<file path="config.mk">
export PLATFORM = sky130hd
export DESIGN_NAME = processor_control_unit
export DESIGN_NICKNAME = d
export VERILOG_FILES = /design/src/rtl/processor_control_unit.sv
export SDC_FILE = /design/constraint.sdc
export NUM_CORES = 1
export LEC_CHECK = 0
export ABC_AREA = 1
export BUFFER_PORTS_ARGS = -buffer_cell sky130_fd_sc_hd__buf_2
export CAP_MARGIN = 20
export CORE_MARGIN = 3
export CORE_UTILIZATION = 45
export CTS_CLUSTER_SIZE = 28
export DETAILED_ROUTE_END_ITERATION = 16
export GPL_ROUTABILITY_DRIVEN = 0
export PLACE_DENSITY = 0.63
export RECOVER_POWER = 50
export REMOVE_ABC_BUFFERS = 1
export SETUP_SLACK_MARGIN = 0.05
export SYNTH_ARGS = -nofsm -noshare
export SYNTH_HDL_FRONTEND = slang
export SYNTH_SLANG_ARGS = --single-unit
export TNS_END_PERCENT = 20
</file>
<file path="constraint.sdc">
create_clock -name i_Clock -period 6.85 [get_ports i_Clock]
set_input_delay 0.3425 -clock i_Clock [delete_from_list [all_inputs] [get_ports i_Clock]]
set_output_delay 0.3425 -clock i_Clock [all_outputs]
set_load 0.05 [all_outputs]
</file>
<file path="src/rtl/processor_control_unit.sv">
// Per-lane worker: accepts a (row, col) pair from main_CU, walks row of A and column of B
// over the arbitrated memory bus, accumulates the dot product and writes C[row][col] back.
module processor_control_unit #(
    parameter int DW = 16,
    parameter int AW = 16,
    parameter int IW = 8
) (
    input  logic          i_Clock,
    input  logic          i_Reset,
    input  logic          i_Indexes_Ready,
    input  logic [IW-1:0] i_Row_Index,
    input  logic [IW-1:0] i_Column_Index,
    output logic          o_Indexes_Received,
    input  logic [IW-1:0] i_Dimension,
    input  logic [AW-1:0] i_A_Base,
    input  logic [AW-1:0] i_B_Base,
    input  logic [AW-1:0] i_C_Base,
    output logic          o_Grant_Request,
    input  logic          i_Grant,
    output logic [AW-1:0] o_Memory_Address,
    output logic          o_Memory_Read_Enable,
    output logic          o_Memory_Write_Enable,
    output logic [DW-1:0] o_Memory_Write_Data,
    input  logic [DW-1:0] i_Memory_Read_Data,
    output logic          o_Result_Ready,
    output logic          o_Busy
);

    typedef enum logic [2:0] {
        IDLE, ACK, REQUEST, READ_A, READ_B, ACCUM, WRITE, DONE
    } state_t;

    state_t          state_q, state_d;
    logic [IW-1:0]   dim_q, dim_d;
    logic [IW-1:0]   k_q, k_d;
    logic [AW-1:0]   a_ptr_q, a_ptr_d;
    logic [AW-1:0]   b_ptr_q, b_ptr_d;
    logic [AW-1:0]   c_addr_q, c_addr_d;
    logic [DW-1:0]   r_a_q, r_a_d;
    logic [2*DW-1:0] acc_q, acc_d;

    logic [AW-1:0]   row_off;
    logic [IW-1:0]   k_next;
    logic [2*DW-1:0] product;

    assign row_off = AW'(i_Row_Index) * AW'(i_Dimension);
    assign k_next  = k_q + IW'(1);
    assign product = (2*DW)'(r_a_q) * (2*DW)'(i_Memory_Read_Data);

    // NOTE: every signal driven here gets a default first so no path can infer a latch.
    always_comb begin
        state_d               = state_q;
        dim_d                 = dim_q;
        k_d                   = k_q;
        a_ptr_d               = a_ptr_q;
        b_ptr_d               = b_ptr_q;
        c_addr_d              = c_addr_q;
        r_a_d                 = r_a_q;
        acc_d                 = acc_q;
        o_Indexes_Received    = 1'b0;
        o_Grant_Request       = 1'b0;
        o_Memory_Address      = '0;
        o_Memory_Read_Enable  = 1'b0;
        o_Memory_Write_Enable = 1'b0;
        o_Memory_Write_Data   = '0;
        o_Result_Ready        = 1'b0;
        o_Busy                = (state_q != IDLE);

        unique case (state_q)
            IDLE: begin
                if (i_Indexes_Ready) begin
                    dim_d    = i_Dimension;
                    a_ptr_d  = i_A_Base + row_off;
                    b_ptr_d  = i_B_Base + AW'(i_Column_Index);
                    c_addr_d = i_C_Base + row_off + AW'(i_Column_Index);
                    acc_d    = '0;
                    k_d      = '0;
                    state_d  = ACK;
                end
            end
            ACK: begin
                o_Indexes_Received = 1'b1;
                state_d            = REQUEST;
            end
            REQUEST: begin
                o_Grant_Request = 1'b1;
                if (i_Grant) state_d = (dim_q == '0) ? WRITE : READ_A;
            end
            READ_A: begin
                o_Grant_Request = 1'b1;
                if (i_Grant) begin
                    o_Memory_Address     = a_ptr_q;
                    o_Memory_Read_Enable = 1'b1;
                    state_d              = READ_B;
                end else begin
                    state_d = REQUEST;
                end
            end
            READ_B: begin
                o_Grant_Request = 1'b1;
                r_a_d           = i_Memory_Read_Data;
                if (i_Grant) begin
                    o_Memory_Address     = b_ptr_q;
                    o_Memory_Read_Enable = 1'b1;
                    state_d              = ACCUM;
                end else begin
                    // Losing the bus here discards A[k]; it is fetched again after regrant.
                    state_d = REQUEST;
                end
            end
            ACCUM: begin
                o_Grant_Request = 1'b1;
                acc_d           = acc_q + product;
                a_ptr_d         = a_ptr_q + AW'(1);
                b_ptr_d         = b_ptr_q + AW'(dim_q);
                k_d             = k_next;
                state_d         = (k_next == dim_q) ? WRITE : READ_A;
            end
            WRITE: begin
                o_Grant_Request = 1'b1;
                if (i_Grant) begin
                    o_Memory_Address      = c_addr_q;
                    o_Memory_Write_Enable = 1'b1;
                    o_Memory_Write_Data   = acc_q[DW-1:0];
                    state_d               = DONE;
                end
            end
            DONE: begin
                o_Result_Ready = 1'b1;
                state_d        = IDLE;
            end
            default: state_d = IDLE;
        endcase
    end

    // NOTE: sequential state uses non-blocking assignments so all registers update together.
    always_ff @(posedge i_Clock) begin
        if (i_Reset) begin
            state_q  <= IDLE;
            dim_q    <= '0;
            k_q      <= '0;
            a_ptr_q  <= '0;
            b_ptr_q  <= '0;
            c_addr_q <= '0;
            r_a_q    <= '0;
            acc_q    <= '0;
        end else begin
            state_q  <= state_d;
            dim_q    <= dim_d;
            k_q      <= k_d;
            a_ptr_q  <= a_ptr_d;
            b_ptr_q  <= b_ptr_d;
            c_addr_q <= c_addr_d;
            r_a_q    <= r_a_d;
            acc_q    <= acc_d;
        end
    end

endmodule

</file>
# After elaboration in Yosys (flattened, before gate mapping)
# Cells that the tools add are included.
[op_classes]
addsub = 8
mul = 2
n_div = 0
n_lt_le_gt_ge = 0
eq_ne = 11
n_shift = 0
n_mux = 28
bitwise = 0
n_reduce_logical = 9
[op_table]
columns = ["operator", "n"]
rows = [
  ["16-bit 2-to-1 mux", 7],
  ["16-bit one-hot mux with 2 select lines", 2],
  ["32-bit one-hot mux with 2 select lines", 1],
  ["16-bit by 8-bit adder with 16-bit output", 3],
  ["16-bit one-hot mux with 3 select lines", 1],
  ["16-bit adder", 2],
  ["32-bit adder", 1],
  ["16-bit by 16-bit multiplier with 32-bit output", 1],
  ["32-bit 2-to-1 mux", 1],
  ["3-bit one-hot mux with 8 select lines", 1],
  ["3-bit 2-to-1 mux", 7],
  ["16-bit by 1-bit adder with 16-bit output, second input constant", 1],
  ["8-bit by 8-bit multiplier with 16-bit output", 1],
  ["8-bit one-hot mux with 2 select lines", 1],
  ["3-bit equality test, second input constant", 4],
  ["8-bit by 1-bit adder with 8-bit output, second input constant", 1],
  ["8-bit equality test", 1],
  ["8-bit logical NOT", 1],
  ["8-bit 2-to-1 mux", 1],
  ["3-bit by 2-bit equality test with 1-bit output, second input constant", 2],
  ["1-bit 2-to-1 mux", 6],
  ["2-bit != test, second input constant", 3],
  ["5-bit OR reduction", 1],
  ["2-bit AND reduction", 2],
  ["other kinds (6)", 6],
]
[totals]
reg_bits = 115
latch_bits = 0
mem_bits_rw = 0
mem_bits_ro = 0
input_bits = 92
output_inout_bits = 38
elab_cells = 66
n_memories = 0

# Logic depth before layout (Yosys ltp)
[depth]
ltp_word = 4
ltp_mapped = 35
depth_no_buf = 34

# Least setup slack after synthesis
# No wires, ideal clock.
[synth_path]
path_type = "input -> register"
startpoint = "in i_Dimension[2]"
endpoint = "reg c_addr_q[15]"
setup_ps = 70
t_arrival_ps = 5449
t_required_ps = 6780
path_slack_ps = 1331
path_stages = 30
path_buffers = 1
cell_sequence = "clkbuf_1 > nand2_1 > fa_1 > fa_1 > inv_1 > fa_1 > inv_1 > fa_1 > inv_1 > ha_1 > a21o_1 > a21boi_1 > nand2_1 > nand2_1 > nand2_1 > nand2_1 > nand2_1 > nand2_1 > nand2_1 > a21oi_1 > xnor2_1 > ha_1 > ha_1 > a21oi_1 > nand2_1 > a21oi_1 > a21o_1 > nand2_1 > xor2_1 > a21oi_1"
[synth_between]
elab_chain_cells = 3
[synth_lines]
columns = ["element", "line", "source"]
rows = [
  ["from (decl)", "14", "input logic [IW-1:0] i_Dimension,"],
  ["8-bit by 8-bit multiplier with 16-bit output", "46", "assign row_off = AW'(i_Row_Index) * AW'(i_Dimension);"],
  ["16-bit adder", "75", "c_addr_d = i_C_Base + row_off + AW'(i_Column_Index);"],
  ["16-bit by 8-bit adder with 16-bit output", "75", ""],
  ["to (signal assigned)", "153", "c_addr_q <= c_addr_d;"],
  ["to (decl)", "38", "logic [AW-1:0] c_addr_q, c_addr_d;"],
]
# No other way between the ends.
# A chain may end at the register's enable or synchronous reset.

# Worst setup path after layout
[layout_path]
startpoint = "reg r_a_q[2]"
endpoint = "reg acc_q[14]"
[layout_between]
elab_chain_cells = 3
[layout_lines]
columns = ["element", "line", "source"]
rows = [
  ["from (decl)", "39", "logic [DW-1:0] r_a_q, r_a_d;"],
  ["from (signal assigned)", "154", "r_a_q <= r_a_d;"],
  ["16-bit by 16-bit multiplier with 32-bit output", "48", "assign product = (2*DW)'(r_a_q) * (2*DW)'(i_Memory_Read_Data);"],
  ["32-bit adder", "113", "acc_d = acc_q + product;"],
  ["32-bit one-hot mux with 2 select lines", "69", "unique case (state_q)"],
  ["to (signal assigned)", "146", "acc_q <= '0;"],
  ["to (signal assigned)", "155", "acc_q <= acc_d;"],
  ["to (decl)", "40", "logic [2*DW-1:0] acc_q, acc_d;"],
]
# No other way between the ends.

==> results.json <==
{
  "critical_path_required_ns": 7.11,
  "synth_top_family_by_area": "adder cells",
  "hold_viol_final": 0,
  "p_leak_nw": 8.66,
  "reg2reg_slack_ns": 1.11,
  "endpoints_failing_setup": 0,
  "drc": 0,
  "synth_top_flop_cell": "dfxtp_1",
  "setup.worst_path.end_class": "register",
  "portBuffers": 129,
  "clk-insertion-delay-late_ns": 0.36,
  "layout.filler_cells": 3192,
  "design_area_final_um2": 15500,
  "timing_worst_slew_pin_value_ns": 3.03,
  "final.min_clock_period_ns": 5.74,
  "floorplan.rows": 64,
  "cts-root-to-sink-buffers": 2,
  "cts_made_buffers": 9,
  "ir_worst_vdd_v": 0.000475,
  "ctsResizeCount": 0,
  "synth-adder-area-share": 0.322,
  "setup_tns_ns": 0,
  "postCtsSetupBuffers": 0,
  "setup_repair_after_global_routing_missed_its_margin": "no",
  "detailroute.via_count": 13200,
  "maxSlewHeadroom": -1.02,
  "synth_xor_xnor_area_share": 0.0311,
  "min_to": "r_a_q[15]$_SDFFE_PP0P_",
  "drt_wl_total_um": 39900,
  "min_period_over_period": 0.838,
  "synthesis.area_per_instance_um2": 6.83,
  "worst_hold_check_path_type": "in2reg",
  "slew_viol_final": 102,
  "synth.top_cells.by_count": "488 x inv_1, 483 x nand2_1, 143 x ha_1, 142 x fa_1, 137 x a21oi_1",
  "synth-simple-area-share": 0.217,
  "maxClockFrequency_ghz": 0.174,
  "postSynthCellCount": 2105,
  "grt_pass1_vias": 13500,
  "detail_route.wl_per_cell_um": 15.5,
  "outcome": "finished, violations left",
  "cellPowerDensity_nw_per_um2": 302,
  "r2r-start": "r_a_q[2]$_SDFFE_PP0P_",
  "place_ws_ns": 0.938,
  "ys_ff_latch": 99,
  "ant_nets": 0,
  "clkTransAtPathRegs_ns": 0.08,
  "clock-root-buffer": "clkbuf_16",
  "grt_start_max_net_pins": 67,
  "initial_core_util": 0.463,
  "hold_critical_path_depth": 3,
  "first_pass_grt_wire_length_um": 67200,
  "postPlaceCellArea_um2": 15200,
  "die_h_um": 185,
  "die-width_um": 185,
  "timing_worst_setup_path_type": "reg2reg",
  "viasPerCell": 5.14,
  "drive_gt1_frac": 0.0780,
  "final.setup.worst_slack_ns": 1.11,
  "detail_route.first_pass.iterations": 7,
  "cp_max_fo": 15,
  "rr_worst_depth": 23,
  "antenna_found_initial": 0,
  "syn2layout_area_growth_pct": 7.84,
  "grt_usage": 0.245,
  "synth.most_common_cell": "inv_1",
  "cts.hold.buffers_added": 0,
  "worstReg2RegEnd": "acc_q[14]$_SDFFE_PP0P_",
  "cts_tree": "yes",
  "synth_enable_flop_cells": 0,
  "fin_skew_ns": 0.0101,
  "cts.sinks": 99,
  "yosysTopAreaCellShare": 0.198,
  "setup.worst_path.start_class": "register",
  "grt-ovfl-total": 0,
  "coreArea_um2": 31100,
  "synthMuxAreaShare": 0.000696,
  "synthDominantAreaCellType": "fa_1",
  "seq_area_frac_synth": 0.138,
  "num-nets-final": 2551,
  "hold_path_start": "i_Memory_Read_Data[15]",
  "diodes": 0,
  "detailed_place_hpwl_um": 31800,
  "drtIter0Drc": 721,
  "synth-compound-area-share": 0.134,
  "ys_top_cells_by_area": "fa_1 20%, dfxtp_1 14%, inv_1 13%",
  "synth_cell_types": 56,
  "violations": "max-capacitance violations, max-slew violations",
  "final.hold.worst_slack_ns": 0.238,
  "sequential_cell_area_um2": 1980,
  "async_flop_share": 0,
  "cts_max_level": 3,
  "drv.max_cap_violation_count": 2,
  "synth.yosys.warnings": 0,
  "syn-cell-area_um2": 14400,
  "boundaryPins": 130,
  "area_taken_by_multi_input_logic_gates_um2": 10100,
  "critPathArrivalTime_ns": 6.01,
  "die_area_um2": 34100
}
-- layer usage --
metal	global-route usage	share of wire	up-vias
met4	0.0711	0.026	0
met5	0	0	-
met1	0.311	0.43	6216
met2	0.437	0.50	352
met3	0.0302	0.047	54
li1	-	-	6623
-- worst max path at each step --
stage                                from                   endpoint  slack [ns]  cells past startpoint
global placement           i_Dimension[2]  c_addr_q[15]$_SDFFE_PP0P_        1.06                     30
finish              r_a_q[2]$_SDFFE_PP0P_     acc_q[14]$_SDFFE_PP0P_        1.11                     23
CTS                 r_a_q[2]$_SDFFE_PP0P_     acc_q[14]$_SDFFE_PP0P_        1.18                     23
global route        r_a_q[2]$_SDFFE_PP0P_     acc_q[14]$_SDFFE_PP0P_        0.74                     23
detailed placement         i_Dimension[2]  c_addr_q[15]$_SDFFE_PP0P_        0.94                     30
floorplan                  i_Row_Index[5]  c_addr_q[15]$_SDFFE_PP0P_        1.61                     29
-- metrics by stage --
step | power, mW | std cells | util
6_report | 4.68 | 2575 | 0.499
5_1_grt | 5.19 | 2575 | 0.499
4_1_cts | 4.67 | 2575 | 0.500
3_5_place_dp | 4.07 | 2559 | 0.490
3_3_place_gp | 4.03 | 2559 | 0.490
2_1_floorplan | 3.21 | 2025 | -
-- kinds of logic (layout without fill, tap and decap cells) --
group	count (synthesis)	count (layout)
and+or+nand+nor	747	747
AOI/OAI and AO/OA	339	339
xor gates and xnor gates	51	51
muxes	1	1
adders and majority gates	285	285
buffers and inverters	583	657
DFF	99	99
-- worst max-delay path, stage by stage, from the launching register on --
cell,delay [ns]
dfxtp_1,0.90
nand2_1,0.16
fa_1,0.55
inv_1,0.04
ha_1,0.21
fa_1,0.53
inv_1,0.05
fa_1,0.48
inv_1,0.06
fa_1,0.54
inv_1,0.06
fa_1,0.54
inv_1,0.04
ha_1,0.36
nand2_1,0.09
nor3_1,0.19
nand3_1,0.12
nand3_1,0.16
nand2_1,0.07
nand2_1,0.06
a21oi_1,0.07
a21oi_1,0.13
o21ai_1,0.09
a21oi_1,0.13
-- cells in the final DEF (no fill, tap or decap), types with 10 or more instances in the layout --
cell type	instances
inv_1	488
nand4_1	15
buf_2	107
nand2_1	484
inv_2	11
dfxtp_1	99
o21ai_1	33
xnor2_1	19
nand3_1	96
xor2_1	32
clkbuf_1	23
a22oi_1	14
a21oi_1	137
nor2_1	108
a31oi_1	13
ha_1	143
o21ai_0	88
o211ai_1	10
fa_1	142
-- power breakdown --
group	total, mW	leakage [nW]	internal, mW	switching (mW)
combinational	3.31	7.69	1.20	2.11
sequential	0.792	0.810	0.682	0.110
clock	0.577	0.163	0.331	0.245
total	4.68	8.66	2.21	2.47
-- cell type report --
cell class,count,share of cell area
well taps,396,0.0320
repair buffers,138,0.0440
clock buffers,10,0.0154
multi-input cells,1423,0.653
flip-flops and latches,99,0.128
inverters,503,0.122
clock inverters,6,0.00565
-- sequential cells by signal, indices dropped and copies added (netlist names) --
register	flops
a_ptr_q	16
acc_q	16
b_ptr_q	16
c_addr_q	16
r_a_q	16
dim_q	8
k_q	8
state_q	3
No activity file was read; power rests on OpenSTA's default activity.
